===== config.mk =====
export PLATFORM = sky130hd
export DESIGN_NAME = elbeth_fetch_unit_flat
export DESIGN_NICKNAME = d
export VERILOG_FILES = /design/src/rtl/elbeth_fetch_unit_if.sv /design/src/rtl/elbeth_fetch_unit.sv /design/src/flat_wrapper.sv
export SDC_FILE = /design/constraint.sdc
export NUM_CORES = 1
export LEC_CHECK = 0
export ABC_AREA = 1
export CAP_MARGIN = 5
export CORE_AREA = 2 2 158 160
export DETAILED_ROUTE_END_ITERATION = 16
export DIE_AREA = 0 0 160 162
export PLACE_DENSITY_LB_ADDON = 0.15
export SLEW_MARGIN = 20
export SYNTH_ARGS = -nofsm -noshare
export SYNTH_HDL_FRONTEND = slang
export SYNTH_SLANG_ARGS = --single-unit

===== constraint.sdc =====
create_clock -name clk -period 6.2 [get_ports clk]
set_clock_uncertainty 0.15 [all_clocks]
set_input_delay 1.24 -clock clk [delete_from_list [all_inputs] [get_ports clk]]
set_output_delay 1.24 -clock clk [all_outputs]
set_load 0.03 [all_outputs]

===== src/rtl/elbeth_fetch_unit_if.sv =====
// Instruction-memory request/response bus between the fetch unit and the memory.
interface elbeth_fetch_unit_if;
  logic        imem_req;
  logic [31:0] imem_addr;
  logic        imem_gnt;
  logic        imem_rvalid;
  logic [31:0] imem_rdata;
  logic        imem_err;

  // Fetch unit side: drives the request, receives grant and response.
  modport master (
    output imem_req, imem_addr,
    input  imem_gnt, imem_rvalid, imem_rdata, imem_err
  );

  // Memory side.
  modport slave (
    input  imem_req, imem_addr,
    output imem_gnt, imem_rvalid, imem_rdata, imem_err
  );
endinterface


===== src/rtl/elbeth_fetch_unit.sv =====
// Instruction fetch stage: runs the PC, issues in-order memory requests under a
// credit limit, buffers returned words with their PCs and presents decoder field
// slices. Redirects flush the buffer and squash responses still in flight.
module elbeth_fetch_unit #(
  parameter logic [31:0] RESET_PC   = 32'h0000_0000,
  parameter int          FIFO_DEPTH = 2
) (
  input  logic                        clk,
  input  logic                        rst_n,
  elbeth_fetch_unit_if.master         imem,
  input  logic                        redirect_valid,
  input  logic [31:0]                 redirect_pc,
  input  logic                        id_stall,
  output logic                        if_valid,
  output logic [31:0]                 if_pc,
  output logic [6:0]                  opcode,
  output logic [4:0]                  inst_0,
  output logic [2:0]                  inst_1,
  output logic [4:0]                  inst_2,
  output logic [4:0]                  inst_3,
  output logic [6:0]                  inst_4,
  output logic                        if_fetch_err,
  output logic                        if_misaligned
);

  localparam int AW = $clog2(FIFO_DEPTH);
  localparam int CW = AW + 1;
  localparam logic [6:0] NOP_OPCODE = 7'b0010011;

  typedef struct packed {
    logic [31:0] word;
    logic [31:0] pc;
    logic        err;
    logic        mis;
  } entry_t;

  // Control state
  logic [31:0] pc_q, pc_d;              // next address to issue
  logic        started_q;               // first request only the cycle after reset release
  logic        held_q, held_d;          // a request is asserted but not yet granted
  logic [31:0] held_addr_q, held_addr_d;
  logic        halted_q, halted_d;
  logic [CW-1:0] outstanding_q, outstanding_d;
  logic [CW-1:0] drop_q, drop_d;
  logic [CW-1:0] count_q, count_d;
  logic [AW-1:0] rd_ptr_q, rd_ptr_d, wr_ptr_q, wr_ptr_d;
  logic [AW-1:0] tag_rd_q, tag_wr_q;

  // Storage
  entry_t      fifo_q [FIFO_DEPTH];
  logic [31:0] tag_q  [FIFO_DEPTH];     // PC of each granted request, in grant order

  logic        credit_ok, req, gnt_fire, rsp_fire, rsp_push, redir_mis, pop;
  logic [31:0] req_addr;
  entry_t      head;

  assign credit_ok = ({1'b0, count_q} + {1'b0, outstanding_q}) < (CW+1)'(FIFO_DEPTH);
  // A held request stays on the bus even when halted or after a redirect.
  assign req       = held_q || (started_q && !halted_q && credit_ok);
  assign req_addr  = held_q ? held_addr_q : pc_q;
  assign gnt_fire  = req && imem.imem_gnt;
  // A response with nothing outstanding is stray and ignored entirely.
  assign rsp_fire  = imem.imem_rvalid && (outstanding_q != '0);
  assign rsp_push  = rsp_fire && !redirect_valid && (drop_q == '0);
  assign redir_mis = redirect_valid && (redirect_pc[1:0] != 2'b00);
  assign pop       = if_valid && !id_stall && !redirect_valid;

  assign imem.imem_req  = req;
  assign imem.imem_addr = req_addr;

  // Next-state: request hold, PC, credit counters, squash count and buffer pointers.
  always_comb begin
    // NOTE: every variable gets a default first so no path leaves it unassigned (no latches).
    pc_d          = pc_q;
    held_d        = req && !imem.imem_gnt;
    held_addr_d   = req_addr;
    halted_d      = halted_q;
    outstanding_d = outstanding_q + CW'(gnt_fire) - CW'(rsp_fire);
    drop_d        = drop_q;
    count_d       = count_q;
    rd_ptr_d      = rd_ptr_q;
    wr_ptr_d      = wr_ptr_q;

    // The PC advances when a fresh request first appears; a held one already consumed it.
    if (req && !held_q) pc_d = pc_q + 32'd4;

    if (redirect_valid) begin
      // Everything granted or still to be granted is stale; a response this cycle is discarded.
      drop_d   = outstanding_q + CW'(req) - CW'(rsp_fire);
      rd_ptr_d = '0;
      wr_ptr_d = redir_mis ? AW'(1) : '0;
      count_d  = redir_mis ? CW'(1) : '0;
      halted_d = redir_mis;
      if (!redir_mis) pc_d = redirect_pc;
    end else begin
      if (rsp_fire && (drop_q != '0)) drop_d = drop_q - CW'(1);
      if (rsp_push) begin
        wr_ptr_d = wr_ptr_q + AW'(1);
        if (imem.imem_err) halted_d = 1'b1;
      end
      if (pop) rd_ptr_d = rd_ptr_q + AW'(1);
      count_d = count_q + CW'(rsp_push) - CW'(pop);
    end
  end

  // Control state registers.
  always_ff @(posedge clk or negedge rst_n) begin
    if (!rst_n) begin
      pc_q          <= RESET_PC;
      started_q     <= 1'b0;
      held_q        <= 1'b0;
      held_addr_q   <= '0;
      halted_q      <= 1'b0;
      outstanding_q <= '0;
      drop_q        <= '0;
      count_q       <= '0;
      rd_ptr_q      <= '0;
      wr_ptr_q      <= '0;
      tag_rd_q      <= '0;
      tag_wr_q      <= '0;
    end else begin
      // NOTE: non-blocking assignments so every register samples pre-edge values.
      pc_q          <= pc_d;
      started_q     <= 1'b1;
      held_q        <= held_d;
      held_addr_q   <= held_addr_d;
      halted_q      <= halted_d;
      outstanding_q <= outstanding_d;
      drop_q        <= drop_d;
      count_q       <= count_d;
      rd_ptr_q      <= rd_ptr_d;
      wr_ptr_q      <= wr_ptr_d;
      tag_rd_q      <= tag_rd_q + AW'(rsp_fire);
      tag_wr_q      <= tag_wr_q + AW'(gnt_fire);
    end
  end

  // Tag and instruction buffer storage writes.
  // NOTE: storage is not reset; counts and pointers decide which entries are meaningful.
  always_ff @(posedge clk) begin
    if (gnt_fire) tag_q[tag_wr_q] <= req_addr;
    if (redir_mis) begin
      fifo_q[0].word <= '0;
      fifo_q[0].pc   <= redirect_pc;
      fifo_q[0].err  <= 1'b0;
      fifo_q[0].mis  <= 1'b1;
    end else if (rsp_push) begin
      fifo_q[wr_ptr_q].word <= imem.imem_rdata;
      fifo_q[wr_ptr_q].pc   <= tag_q[tag_rd_q];
      fifo_q[wr_ptr_q].err  <= imem.imem_err;
      fifo_q[wr_ptr_q].mis  <= 1'b0;
    end
  end

  assign head     = fifo_q[rd_ptr_q];
  assign if_valid = (count_q != '0);

  // Head presentation: NOP fields when empty or when the head carries a fault.
  always_comb begin
    if_pc         = '0;
    opcode        = NOP_OPCODE;
    inst_0        = '0;
    inst_1        = '0;
    inst_2        = '0;
    inst_3        = '0;
    inst_4        = '0;
    if_fetch_err  = 1'b0;
    if_misaligned = 1'b0;
    if (if_valid) begin
      if_pc         = head.pc;
      if_fetch_err  = head.err;
      if_misaligned = head.mis;
      if (!head.err && !head.mis) begin
        opcode = head.word[6:0];
        inst_0 = head.word[11:7];
        inst_1 = head.word[14:12];
        inst_2 = head.word[19:15];
        inst_3 = head.word[24:20];
        inst_4 = head.word[31:25];
      end
    end
  end

endmodule

===== src/flat_wrapper.sv =====
// flat-port wrapper written by rule: the top's interface ports become plain ports
module elbeth_fetch_unit_flat 
#(
  parameter logic [31:0] RESET_PC   = 32'h0000_0000,
  parameter int          FIFO_DEPTH = 2
)
  (clk, rst_n, redirect_valid, redirect_pc, id_stall, if_valid, if_pc, opcode, inst_0, inst_1, inst_2, inst_3, inst_4, if_fetch_err, if_misaligned, imem_imem_req, imem_imem_addr, imem_imem_gnt, imem_imem_rvalid, imem_imem_rdata, imem_imem_err);
  elbeth_fetch_unit_if imem_i ();
  input  logic clk;
  input  logic rst_n;
  input  logic redirect_valid;
  input  logic [31:0] redirect_pc;
  input  logic id_stall;
  output logic if_valid;
  output logic [31:0] if_pc;
  output logic [6:0] opcode;
  output logic [4:0] inst_0;
  output logic [2:0] inst_1;
  output logic [4:0] inst_2;
  output logic [4:0] inst_3;
  output logic [6:0] inst_4;
  output logic if_fetch_err;
  output logic if_misaligned;
  output wire logic [$bits(imem_i.imem_req)-1:0] imem_imem_req;
  output wire logic [$bits(imem_i.imem_addr)-1:0] imem_imem_addr;
  input wire logic [$bits(imem_i.imem_gnt)-1:0] imem_imem_gnt;
  input wire logic [$bits(imem_i.imem_rvalid)-1:0] imem_imem_rvalid;
  input wire logic [$bits(imem_i.imem_rdata)-1:0] imem_imem_rdata;
  input wire logic [$bits(imem_i.imem_err)-1:0] imem_imem_err;
  assign imem_imem_req = imem_i.imem_req;
  assign imem_imem_addr = imem_i.imem_addr;
  assign imem_i.imem_gnt = imem_imem_gnt;
  assign imem_i.imem_rvalid = imem_imem_rvalid;
  assign imem_i.imem_rdata = imem_imem_rdata;
  assign imem_i.imem_err = imem_imem_err;
  elbeth_fetch_unit #(.RESET_PC(RESET_PC), .FIFO_DEPTH(FIFO_DEPTH)) u_core (.clk(clk), .rst_n(rst_n), .imem(imem_i), .redirect_valid(redirect_valid), .redirect_pc(redirect_pc), .id_stall(id_stall), .if_valid(if_valid), .if_pc(if_pc), .opcode(opcode), .inst_0(inst_0), .inst_1(inst_1), .inst_2(inst_2), .inst_3(inst_3), .inst_4(inst_4), .if_fetch_err(if_fetch_err), .if_misaligned(if_misaligned));
endmodule

Yosys cells after proc, flatten, opt, wreduce, memory -nomap -nowiden. Memories as Yosys holds them, arrays and structs flattened. Cells that the tools add are included.

Memories: 2. Word-level logic and storage cells: 100. Output and inout port bits: 100. RAM bits: 196. Bits of input ports: 71. Bits in registers: 77.

Memories: u_core.fifo_q (words 2, bits a word 66, read ports 1, clocked after Yosys merged registers in 0, wr ports 1, RTL line elbeth_fetch_unit.sv:50) `entry_t fifo_q [FIFO_DEPTH];`; u_core.tag_q (words 2, bits a word 32, read ports 1, clocked after Yosys merged registers in 0, wr ports 1, RTL line elbeth_fetch_unit.sv:51) `logic [31:0] tag_q [FIFO_DEPTH];`.

Reductions and logical operators: 32. Add/sub/neg operators: 13. Muxes and demuxes: 40. Order comparisons: 1.

Operator list (count): 32-bit two-way mux (5); 66-bit two-way mux (1); 66-bit OR reduction (1); 32-bit by 3-bit adder with 32-bit output (second input constant) (1); 5-bit two-way mux (6); 7-bit two-way mux (4); 1-bit two-way mux (19); 2-bit nonzero test (8); 1-bit logical AND (13); 1-bit zero test (7); 2-bit by 1-bit adder with 2-bit output (3); 2-bit two-way mux (3); 3-bit two-way mux (2); 2-bit by 1-bit subtractor with 2-bit output (3); 2-bit by 2-bit adder with 3-bit output (1); 3-bit by 2-bit less-than comparator with 1-bit output (second input constant) (1); 1-bit adder (2); 1-bit adder (second input constant) (2); 2-bit zero test (1); 2-bit AND reduction (1); 2-bit by 1-bit subtractor with 2-bit output (second input constant) (1); 1-bit logical OR (1).

Logic depth before layout (Yosys ltp).
Word-level depth: 9. Mapped depth: 16. Mapped depth without buffers: 16.

Least setup slack after synthesis. Ideal clock, no wire load.

Path kind: input-to-reg. From: input redirect_valid. To: memory u_core.fifo_q[1][0] (netlist bit), enable pin. Path buffers: 2. Stages: 5. Required time: 5559 ps. Setup slack: 963 ps. Setup time: 491 ps. Data arrival time: 4597 ps. Path through: buf_2 -> inv_2 -> nand3_2 -> clkbuf_1 -> nor2_1.

Cells in the longest elaborated chain, start to end: 8. Elaborated cells between the ends (all ways): 12. Classes of those cells: mux (7); reduce/logical (5).

RTL lines: from (decl) (RTL line flat_wrapper.sv:11) `input logic redirect_valid;`; 1-bit zero test (RTL line elbeth_fetch_unit.sv:64) `assign rsp_push = rsp_fire && !redirect_valid && (drop_q == '0);`; 1-bit logical AND (2 in a row) (RTL line elbeth_fetch_unit.sv:64); 1-bit two-way mux (RTL line elbeth_fetch_unit.sv:147) `end else if (rsp_push) begin`; 1-bit two-way mux (RTL line elbeth_fetch_unit.sv:142) `if (redir_mis) begin`; 1-bit two-way mux (not written as such); 66-bit OR reduction (no line); 1-bit two-way mux (no line); to (decl) (RTL line elbeth_fetch_unit.sv:50).

Several ways; a longest one is shown, not always the timed one.

Worst setup path after layout.
From: register u_core.rd_ptr_q. To: output inst_4[4].

Cells in the longest elaborated chain, start to end: 5. Elaborated cells between the ends (all ways): 6. Classes of those cells: mux (2); reduce/logical (3); memory (1).

RTL lines: from (decl) (RTL line elbeth_fetch_unit.sv:46) `logic [AW-1:0] rd_ptr_q, rd_ptr_d, wr_ptr_q, wr_ptr_d;`; from (signal assigned) (RTL line elbeth_fetch_unit.sv:131) `rd_ptr_q <= rd_ptr_d;`; memory read 2 x 66 bit (*); 1-bit zero test (RTL line elbeth_fetch_unit.sv:173) `if (!head.err && !head.mis) begin`; 1-bit logical AND (RTL line elbeth_fetch_unit.sv:173); 7-bit two-way mux (*) (RTL line elbeth_fetch_unit.sv:173); 7-bit two-way mux (*) (RTL line elbeth_fetch_unit.sv:169) `if (if_valid) begin`; to (decl) (RTL line flat_wrapper.sv:21) `output logic [6:0] inst_4;`.

Every way passes the cells marked *; elsewhere a longest branch is shown, timed or not.

==> results.yml <==
run_status:
  status: "complete, no violations"
grt:
  grtUsageTotal: 0.212
  grt_use_met3: 0.0322
  grt-busiest-layer: "met2"
  via_count_of_the_first_global_routing_pass: 8057
  grt.overflow.total: 0
  grt_first_pass_wirelength_um: 43300
  grt_use_met2: 0.340
  met1_usage: 0.306
  maximum_number_of_pins_on_one_net_before_global_route_repair: 82
  antenna_violations_before_repair: 0
finish:
  antenna_cells_inserted: 0
  synthToLayoutAreaGrowth_pct: 24.0
  fin_util: 0.615
  final_common_cell: "sky130_fd_sc_hd__nand2_1"
  mostFrequentLayoutCells: "sky130_fd_sc_hd__nand2_1, sky130_fd_sc_hd__edfxtp_1, sky130_fd_sc_hd__clkdlybuf4s50_1"
  number_of_filler_cells_placed_in_the_layout: 2056
  post_route_cells_drive_above_1_share: 0.0823
  final_nets: 1409
logic_synthesis:
  sequential_to_total_area_share_from_yosys_stat: 0.653
  net_count_after_synthesis: 1250
  library_cells_used_by_synthesis: 41
  post_synth_instance_area_mm2: 0.0120
  post_synth_inst_count: 1168
  avgSynthCellArea_um2: 10.2
  ys_warn_count: 0
  yosys_register_bits: 273
job:
  drv.max_cap_violation_count: 0
cts:
  cts_inserted_buffers: 28
  clock_sinks: 273
  cts-root-to-sink-buffers: 3
  cts_hold_buffers: 0
  tritoncts_clock_tree: "yes"
  cts.htree.levels: 1
  cts_resized: 0
  clkLatencyLatePin_ns: 0.54
  clock-root-buffer: "sky130_fd_sc_hd__clkbuf_16"
  cts.clk_slew.worst_paths_ns: 0.06
  post_cts_buffers: 0
setup_path:
  reg2regPathDepth: 10
  timing.reg2reg.setup_slack_ns: 2.58
  criticalPathCategory: "reg -> out"
  worst-endpoint-arrival_ns: 3.50
  crit_path_end_kind: "output pin"
  cp-start-kind: "flip-flop"
  crit_required_ns: 4.81
  rr_endpoint: "u_core.tag_q[1][12]"
  critical_path.reg2reg.startpoint: "u_core.outstanding_q[0]"
  cp_max_fo: 66
sta:
  max_slew_margin: 0.295
  minimum_period_implied_by_the_final_worst_setup_slack_ns: 4.89
  finalHoldWorstSlack_ns: 0.340
  final-max-slew-violation-count: 0
  timing_hold_violations_final: 0
  part_of_the_cycle_the_worst_path_needs: 0.789
  maxClockFrequency_mhz: 205
  timing.final.ws_setup_ns: 1.31
  timing.setup.tns_ns: 0
  rsz0062_at_grt: "false"
  worst-slew-pin-transition_ns: 1.05
  finalSetupViolations: 0
floorplanning:
  die_y_um: 162
  die_area_mm2: 0.0259
  io_pins: 171
  floorplan.initialDensity: 0.496
  fp.dieW_um: 160
  core.rowCount: 57
  core_region_area_mm2: 0.0241
hold_path:
  holdCritPathClass: "reg -> reg"
  min_path_cells: 2
  end_of_the_worst_hold_path: "u_core.pc_q[0]"
  timing.hold.worst.start: "u_core.pc_q[0]"
power_and_ir_drop:
  leakage_nw: 6.10
  cellPowerDensity_mw_per_mm2: 381
  vdd_drop_max_mv: 0.228
placement:
  place_congestion: 0.920
  placement.io_buffers: 170
  place_hpwl_um: 18400
  post-place-ws_ns: 2.03
routing:
  detail_route.first_pass.iterations: 8
  detailedRoute.firstIterationViolations: 713
  routed_wire_length_um: 27300
  detail_route.wl_per_cell_um: 16.3
  route.detailed.drc: 0
  routed_via_density: 5.01
  postRouteAntennaNets: 0
  routed-via-count: 8385
==> worst max-delay path by stage <==
stage | startpoint | end | slack (ns) | depth (start not counted)
2_1_floorplan | redirect_valid | u_core.fifo_q[1][0] | 0.96 | 5
3_3_place_gp | u_core.count_q[1] | inst_2[4] | 1.83 | 6
3_5_place_dp | u_core.rd_ptr_q | if_pc[27] | 2.03 | 5
4_1_cts | u_core.rd_ptr_q | inst_0[2] | 1.42 | 5
5_1_grt | u_core.rd_ptr_q | inst_0[2] | 1.05 | 5
6_report | u_core.rd_ptr_q | inst_4[4] | 1.31 | 5
==> power by group <==
| part | total [W] | switching [W] | internal, W | leakage, nW |
|---|---|---|---|---|
| registers | 0.00240 | 0.000123 | 0.00227 | 2.76 |
| clock network | 0.00161 | 0.000672 | 0.000940 | 0.440 |
| logic | 0.00165 | 0.00109 | 0.000555 | 2.89 |
==> worst max-delay path, stage by stage, from the launching register on <==
cell,delay [ns]
sky130_fd_sc_hd__dfrtp_2,0.39
sky130_fd_sc_hd__buf_4,0.56
sky130_fd_sc_hd__clkinv_2,0.95
sky130_fd_sc_hd__nand2_1,0.28
sky130_fd_sc_hd__a21oi_1,0.11
sky130_fd_sc_hd__clkdlybuf4s50_1,0.62
==> stage by stage <==
step	power [W]	instances	area (µm²)
6_report	0.00566	1673	14800
5_1_grt	0.00596	1673	14800
4_1_cts	0.00571	1673	14800
3_5_place_dp	0.00409	1621	13900
3_3_place_gp	0.00406	1621	13900
2_1_floorplan	0.00346	1168	12000
==> logic make-up after synthesis <==
logic type	synth area share
muxes	0.00167
other	0.000313
xor gates and xnor gates	0.0102
and+or+nand+nor	0.164
adders and majority gates	0.0121
DFF	0.653
buffers and inverters	0.0657
AOI/OAI and AO/OA	0.0929
==> synthesized netlist by cell type <==
library cell               number  share of area
sky130_fd_sc_hd__a21oi_1       74          0.031
sky130_fd_sc_hd__a21oi_2        8         0.0059
sky130_fd_sc_hd__a22oi_1        1        0.00063
sky130_fd_sc_hd__a31oi_1        3         0.0016
sky130_fd_sc_hd__and2_1         1        0.00052
sky130_fd_sc_hd__and3_1         1        0.00052
sky130_fd_sc_hd__buf_1          8         0.0025
sky130_fd_sc_hd__buf_2         18         0.0075
sky130_fd_sc_hd__buf_4          1        0.00063
sky130_fd_sc_hd__buf_6          1        0.00094
sky130_fd_sc_hd__clkbuf_1      23         0.0072
sky130_fd_sc_hd__clkinv_4       1        0.00073
sky130_fd_sc_hd__conb_1         1        0.00031
sky130_fd_sc_hd__dfrtp_1       77           0.16
sky130_fd_sc_hd__edfxtp_1     196           0.49
sky130_fd_sc_hd__fa_1           1         0.0017
sky130_fd_sc_hd__ha_1          10          0.010
sky130_fd_sc_hd__inv_1        138          0.043
sky130_fd_sc_hd__inv_2          9         0.0028
sky130_fd_sc_hd__mux2i_1        2         0.0017
sky130_fd_sc_hd__nand2_1      305          0.096
sky130_fd_sc_hd__nand2_2        5         0.0026
sky130_fd_sc_hd__nand2_4        2         0.0019
sky130_fd_sc_hd__nand3_1       20         0.0084
sky130_fd_sc_hd__nand3_2        3         0.0025
sky130_fd_sc_hd__nand3_4        2         0.0029
sky130_fd_sc_hd__nand4_1       13         0.0068
sky130_fd_sc_hd__nor2_1        87          0.027
sky130_fd_sc_hd__nor2_2        13         0.0068
sky130_fd_sc_hd__nor2_4         5         0.0047
sky130_fd_sc_hd__nor2_8         1         0.0017
sky130_fd_sc_hd__nor3_1         2        0.00084
sky130_fd_sc_hd__nor3_2         1        0.00084
sky130_fd_sc_hd__o211ai_1      10         0.0063
sky130_fd_sc_hd__o21a_2         1        0.00073
sky130_fd_sc_hd__o21ai_0       88          0.037
sky130_fd_sc_hd__o21ai_1       19         0.0079
sky130_fd_sc_hd__o21ai_2        2         0.0015
sky130_fd_sc_hd__o31ai_1        1        0.00063
sky130_fd_sc_hd__xnor2_1        4         0.0029
sky130_fd_sc_hd__xor2_1        10         0.0073
==> registers in the layout, indices dropped and copies added, names as in the netlist <==
| signal | count |
|---|---|
| u_core.held_addr_q | 32 |
| u_core.count_q | 2 |
| u_core.started_q | 1 |
| u_core.halted_q | 1 |
| u_core.tag_q | 64 |
| u_core.rd_ptr_q | 1 |
| u_core.tag_wr_q | 1 |
| u_core.tag_rd_q | 1 |
| u_core.outstanding_q | 2 |
| u_core.pc_q | 32 |
| u_core.fifo_q | 132 |
| u_core.drop_q | 2 |
| u_core.wr_ptr_q | 1 |
| u_core.held_q | 1 |
==> area by class of cell <==
cell class	instances	area (µm²)	area share
multi-input combinational	696	3380	0.228
inverter	148	562	0.0379
sequential	273	7810	0.527
tap	324	405	0.0273
timing repair buffer	180	1790	0.120
clock buffer	36	752	0.0507
clock inverter	16	136	0.00919
==> metal layers <==
metal	wire, µm	part of all wire
met5	0	0
met4	549	0.020
met3	1620	0.059
met2	12500	0.46
met1	12700	0.46
Note: power is estimated with default switching activity, not from simulation.
